===== config.mk =====
export PLATFORM = sky130hd
export DESIGN_NAME = kyber_rom_zetas
export DESIGN_NICKNAME = d
export VERILOG_FILES = /design/src/rtl/kyber_rom_zetas.sv
export SDC_FILE = /design/constraint.sdc
export NUM_CORES = 1
export LEC_CHECK = 0
export CORE_MARGIN = 10
export CORE_UTILIZATION = 40
export CTS_BUF_LIST = sky130_fd_sc_hd__clkbuf_16
export DETAILED_ROUTE_END_ITERATION = 7
export PLACE_DENSITY = 0.62
export SKIP_LAST_GASP = 1
export SLEW_MARGIN = 10
export SYNTH_ARGS = -nofsm -noshare
export SYNTH_HDL_FRONTEND = slang
export SYNTH_SLANG_ARGS = --single-unit

===== constraint.sdc =====
create_clock -name clk -period 0.8 [get_ports clk]
set_input_delay 0.2 -clock clk [delete_from_list [all_inputs] [get_ports clk]]
set_output_delay 0.2 -clock clk [all_outputs]
set_load 0.02 [all_outputs]

===== src/rtl/kyber_rom_zetas.sv =====
// rtl/kyber_rom_zetas.sv - Kyber NTT zeta ROM (Montgomery form, bit-reversed order); optional ROM_ZETAS_OUTREG_EN adds a 2nd output stage
module kyber_rom_zetas (
    input  logic               clk,
    input  logic               rst_n,
    input  logic        [6:0]  addr,
    output logic signed [15:0] dout
);

    // entry[i] = 2285 * 17^brv7(i) mod 3329, centered to -1664..+1664
    localparam logic signed [15:0] zetas [0:127] = '{
        -16'sd1044,  -16'sd758,  -16'sd359, -16'sd1517,  16'sd1493,  16'sd1422,   16'sd287,   16'sd202,
         -16'sd171,   16'sd622,  16'sd1577,   16'sd182,   16'sd962, -16'sd1202, -16'sd1474,  16'sd1468,
          16'sd573, -16'sd1325,   16'sd264,   16'sd383,  -16'sd829,  16'sd1458, -16'sd1602,  -16'sd130,
         -16'sd681,  16'sd1017,   16'sd732,   16'sd608, -16'sd1542,   16'sd411,  -16'sd205, -16'sd1571,
         16'sd1223,   16'sd652,  -16'sd552,  16'sd1015, -16'sd1293,  16'sd1491,  -16'sd282, -16'sd1544,
          16'sd516,    -16'sd8,  -16'sd320,  -16'sd666, -16'sd1618, -16'sd1162,   16'sd126,  16'sd1469,
         -16'sd853,   -16'sd90,  -16'sd271,   16'sd830,   16'sd107, -16'sd1421,  -16'sd247,  -16'sd951,
         -16'sd398,   16'sd961, -16'sd1508,  -16'sd725,   16'sd448, -16'sd1065,   16'sd677, -16'sd1275,
        -16'sd1103,   16'sd430,   16'sd555,   16'sd843, -16'sd1251,   16'sd871,  16'sd1550,   16'sd105,
          16'sd422,   16'sd587,   16'sd177,  -16'sd235,  -16'sd291,  -16'sd460,  16'sd1574,  16'sd1653,
         -16'sd246,   16'sd778,  16'sd1159,  -16'sd147,  -16'sd777,  16'sd1483,  -16'sd602,  16'sd1119,
        -16'sd1590,   16'sd644,  -16'sd872,   16'sd349,   16'sd418,   16'sd329,  -16'sd156,   -16'sd75,
          16'sd817,  16'sd1097,   16'sd603,   16'sd610,  16'sd1322, -16'sd1285, -16'sd1465,   16'sd384,
        -16'sd1215,  -16'sd136,  16'sd1218, -16'sd1335,  -16'sd874,   16'sd220, -16'sd1187, -16'sd1659,
        -16'sd1185, -16'sd1530, -16'sd1278,   16'sd794, -16'sd1510,  -16'sd854,  -16'sd870,   16'sd478,
         -16'sd108,  -16'sd308,   16'sd996,   16'sd991,   16'sd958, -16'sd1460,  16'sd1522,  16'sd1628
    };

    logic signed [15:0] rd_q;

    always_ff @(posedge clk or negedge rst_n) begin
        if (!rst_n) begin
            rd_q <= '0;
        end else begin
            rd_q <= zetas[addr];
        end
    end

`ifdef ROM_ZETAS_OUTREG_EN
    // Extra retiming stage; cleared with the first so no stale value survives reset
    logic signed [15:0] out_q;

    always_ff @(posedge clk or negedge rst_n) begin
        if (!rst_n) begin
            out_q <= '0;
        end else begin
            out_q <= rd_q;
        end
    end

    assign dout = out_q;
`else
    assign dout = rd_q;
`endif

endmodule


# Yosys cells after proc, flatten, opt, wreduce, memory -nomap -nowiden

Memories as Yosys holds them, arrays and structs flattened. A register that Yosys moved wholly into a read port is not among the register bits.
Index checks and enable logic that the tools add are counted.
Widths: inputs -> output; s select.

Reductions and logical operators: 1
Bitwise logic cells: 1

Operator list:

| operator        | number |
|---|---|
| $not 7->8       | 1 |
| $logic_not 1->1 | 1 |

Memory bits (read-only): 2048
Word-level logic and storage cells: 3
Memories kept: 1
Register bits: 0

Memory list:

| name            | words | bits a word | rd ports | clocked after memory_dff | write ports | RTL line | text |
|---|---|---|---|---|---|---|---|
| (no name shown) | 128   | 16          | 1        | 1                        | 0           | 35       | `rd_q <= zetas[addr];` |

# Longest topological paths before layout

Depth in word-level cells: 1
Mapped depth: 10

# Worst setup path after synthesis

OpenSTA, ideal clock, no wires.

Path kind: input port to flip-flop
Start point: in addr[1]
End point: reg rd_q[3] (netlist: dout[3])
Path slack: -1246 ps
Arrival: 1924 ps
Cell stages on the path: 9
Required time: 677 ps
Cells stage by stage: buf_2 inv_1 ha_1 clkbuf_1 or2_2 and2_1 o211ai_1 a21oi_1 o221a_2

Longest elaborated chain between the ends: 1

RTL lines:

| element                         | RTL line | text |
|---|---|---|
| from (decl)                     | 5        | `input logic [6:0] addr,` |
| $not 7->8 (not written as such) | 35       |  |
| to (decl)                       | 29       | `logic signed [15:0] rd_q;` |

Every way passes these cells.

# Worst setup path after layout

Start point: in addr[0]
End point: reg rd_q[0] (netlist: dout[0])

Same word-level chain as after synthesis.

==> impl_metrics.ini <==
[run_status]
outcome = finished with violations
violations = negative setup slack

[grt]
grt_pass1_vias = 4208
grt_pass1_wl_um = 24200
grt_max_degree = 27
antenna_found_initial = 1
track_usage = 0.266
grt_remaining_overflow = 0

[worst_setup_path]
cp_data_arrival_time_ns = 1.81
critical_path.endpoint_type = flip-flop
crit_required_ns = 0.90
critPathSlowestCell = a31oi_1
path_cells = buf_6 -> buf_6 -> ha_4 -> nor2_4 -> buf_4 -> a211o_1 -> a31oi_1 -> o211a_1 -> a221oi_2
path_common_cell = buf_6
critPathKind = in2reg
path_buf_inv = 3
slowest_delay_ns = 0.41
worstPathMaxFanout = 8
startpoint_type = input pin
critPathTopFamily = compound AO/OA/AOI/OAI gates

[final_layout]
largest_reg_flops = 12
syn_to_final_growth_pct = 69.0
nNetsFinal = 599
fillers = 571
drive_above_1_share = 0.525
antenna-diode-count = 0

[timing]
rsz0062_at_grt = true
slew_headroom = 0.689
worst_pin_slew_ns = 0.465
hold_viol = 0
finalCritPeriodShare = 2.14
setup_ws_ns = -0.915
slew_viol_final = 0
setup_violations = 28
finalCriticalPeriod_ns = 1.72
fin_setup_tns_ns = -12.12
max_freq_mhz = 583

[synthesis]
synth_nets = 467
synthArstFlopShare = 1.00
synth_cell_types = 66
avgSynthCellArea_um2 = 6.94
synth_area_mm2 = 0.00305
yosys_most_used_dff = dfrtp_1
synth_enable_flop_cells = 0
netlist_top_cells_area = dfrtp_1, ha_1, o21ai_0, a21oi_1, nand2_1
yosysWarnings = 0
post-synth-top-area-fraction = 0.0986
yosysMostFrequentCell = o21ai_0
yosys_register_bits = 12
synth_commonest_cells = o21ai_0, nand2_1, a21oi_1
synth_top_cell_by_area = dfrtp_1
syn_inst = 439
seq_area_frac_synth = 0.0986

[die]
die_h_um = 107
num_rows = 31
io_pins = 25
initial_core_util = 0.416
coreArea_mm2 = 0.00733
die_w_um = 107
fp.dieArea_mm2 = 0.0115

[routing]
ant_nets = 0
totalWireLength_um = 15900
route.vias.total = 4370
first_pass_iters = 5
post-route-drc-count = 0
drt-initial-drc-count = 508
wl_per_cell_um = 23.8
viasPerCell = 6.53

[power_and_ir_drop]
power_frac_seq = 0.148
peakVddDrop_mv = 0.552
swShare = 0.415
pwr-share-comb = 0.674
internal_power_w = 0.00296
p_switching_w = 0.00210
p_leak_nw = 2.14
power_w = 0.00507
clkPwrFrac = 0.178
powerDensity_mw_per_mm2 = 984

[clock_network]
cts_buffer_depth = 2
root_buffer = clkbuf_16
cts_tree = done
clock-sinks = 12
clk_pin_slew_worst_paths_ns = 0.04
cts_made_buffers = 3
h-tree-depth = 1

[placement]
hpwl_um = 11700
gp_congestion = 0.989
portBuffers = 24

[hold_path]
hold_path.class = in2async

[run]
cap_violations = 0
[routing by layer]
layer | vias up | share of wire | global-route usage
met5 | - | 0.00057 | 0
met4 | 2 | 0.058 | 0.143
met3 | 86 | 0.11 | 0.0599
met2 | 346 | 0.45 | 0.406
met1 | 2035 | 0.39 | 0.339
li1 | 1901 | - | -
[cell families (layout without fill, tap and decap cells)]
| kind of cell | count (synthesis) | after routing | share of synthesized area |
|---|---|---|---|
| adder cells (fa/ha/maj) | 19 | 19 | 0.0780 |
| buffers and inverters | 68 | 199 | 0.117 |
| multiplexers | 7 | 7 | 0.0398 |
| AND/OR/NAND/NOR | 164 | 164 | 0.280 |
| flip-flops | 12 | 12 | 0.0986 |
| AO/OA/AOI/OAI | 169 | 169 | 0.387 |
[placed cells by master, fill, tap and decap left out, drive strengths merged, types with 3 or more instances in the layout]
cell,Yosys,routed
clkbuf,20,3
a311oi,10,10
o211ai,16,16
o31ai,5,5
a31oi,9,9
nand3,10,10
mux4,4,4
or2,3,3
nor2b,19,19
nor3,18,18
o311a,6,6
a211oi,13,13
o21ai,39,39
and2,7,7
nor3b,5,5
a21oi,34,34
dfrtp,12,12
o311ai,3,3
nor2,32,32
nand4,3,3
nand3b,5,5
a2111oi,3,3
a211o,3,3
nand2,37,37
inv,11,11
nand2b,13,13
buf,36,180
a311o,3,3
ha,19,19
or3,4,4
[area by class of cell]
type / count / area, um^2 / area share
clock buffers: 3 / 75.1 / 0.0146
flip-flops and latches: 12 / 302 / 0.0586
well taps: 99 / 124 / 0.0241
clock inverters: 1 / 3.75 / 0.000729
inverters: 12 / 68.8 / 0.0134
multi-input cells: 359 / 2980 / 0.578
repair buffers: 183 / 1600 / 0.310
[what timing repair did]
| action | CTS | global route |
|---|---|---|
| endpoints found under the setup margin | 28 | 28 |
| setup buffers | 16 | 6 |
| hold buffers | 0 | 0 |
| pin swaps | 36 | 23 |
| resized for setup | 213 | 60 |
[metrics by stage]
stage	hold WS, ns	instance area, um^2	cells	utilization	worst slack, ns
4_1_cts	0.287	4890	666	0.666	-0.964
5_1_grt	0.295	5150	669	0.703	-0.924
3_3_place_gp	0.543	4230	647	0.577	-1.76
3_5_place_dp	0.542	4230	647	0.577	-1.80
6_report	0.284	5150	669	0.703	-0.915
2_1_floorplan	-0.0956	3160	439	-	-1.03
[power by group through the flow]
stage                     combinational (W)  sequential [W]  clock [W]
final                               0.00342        0.000748   0.000903
after global routing                0.00359        0.000758   0.000939
after CTS                           0.00313        0.000745   0.000910
after detailed placement            0.00273        0.000733          0
after global placement              0.00274        0.000734          0
after floorplan                     0.00141        0.000852          0
[path summary, 6_finish.rpt]
kind	start	end	slack, ns	cells after the start
worst max-delay path	addr[0]	dout[0]	-0.92	9
worst min-delay path	rst_n	dout[0]	0.28	2
max in group asynchronous	rst_n	dout[14]	0.40	2
min in group clk	addr[2]	dout[1]	0.66	5
No activity file was read; power rests on OpenSTA's default activity.
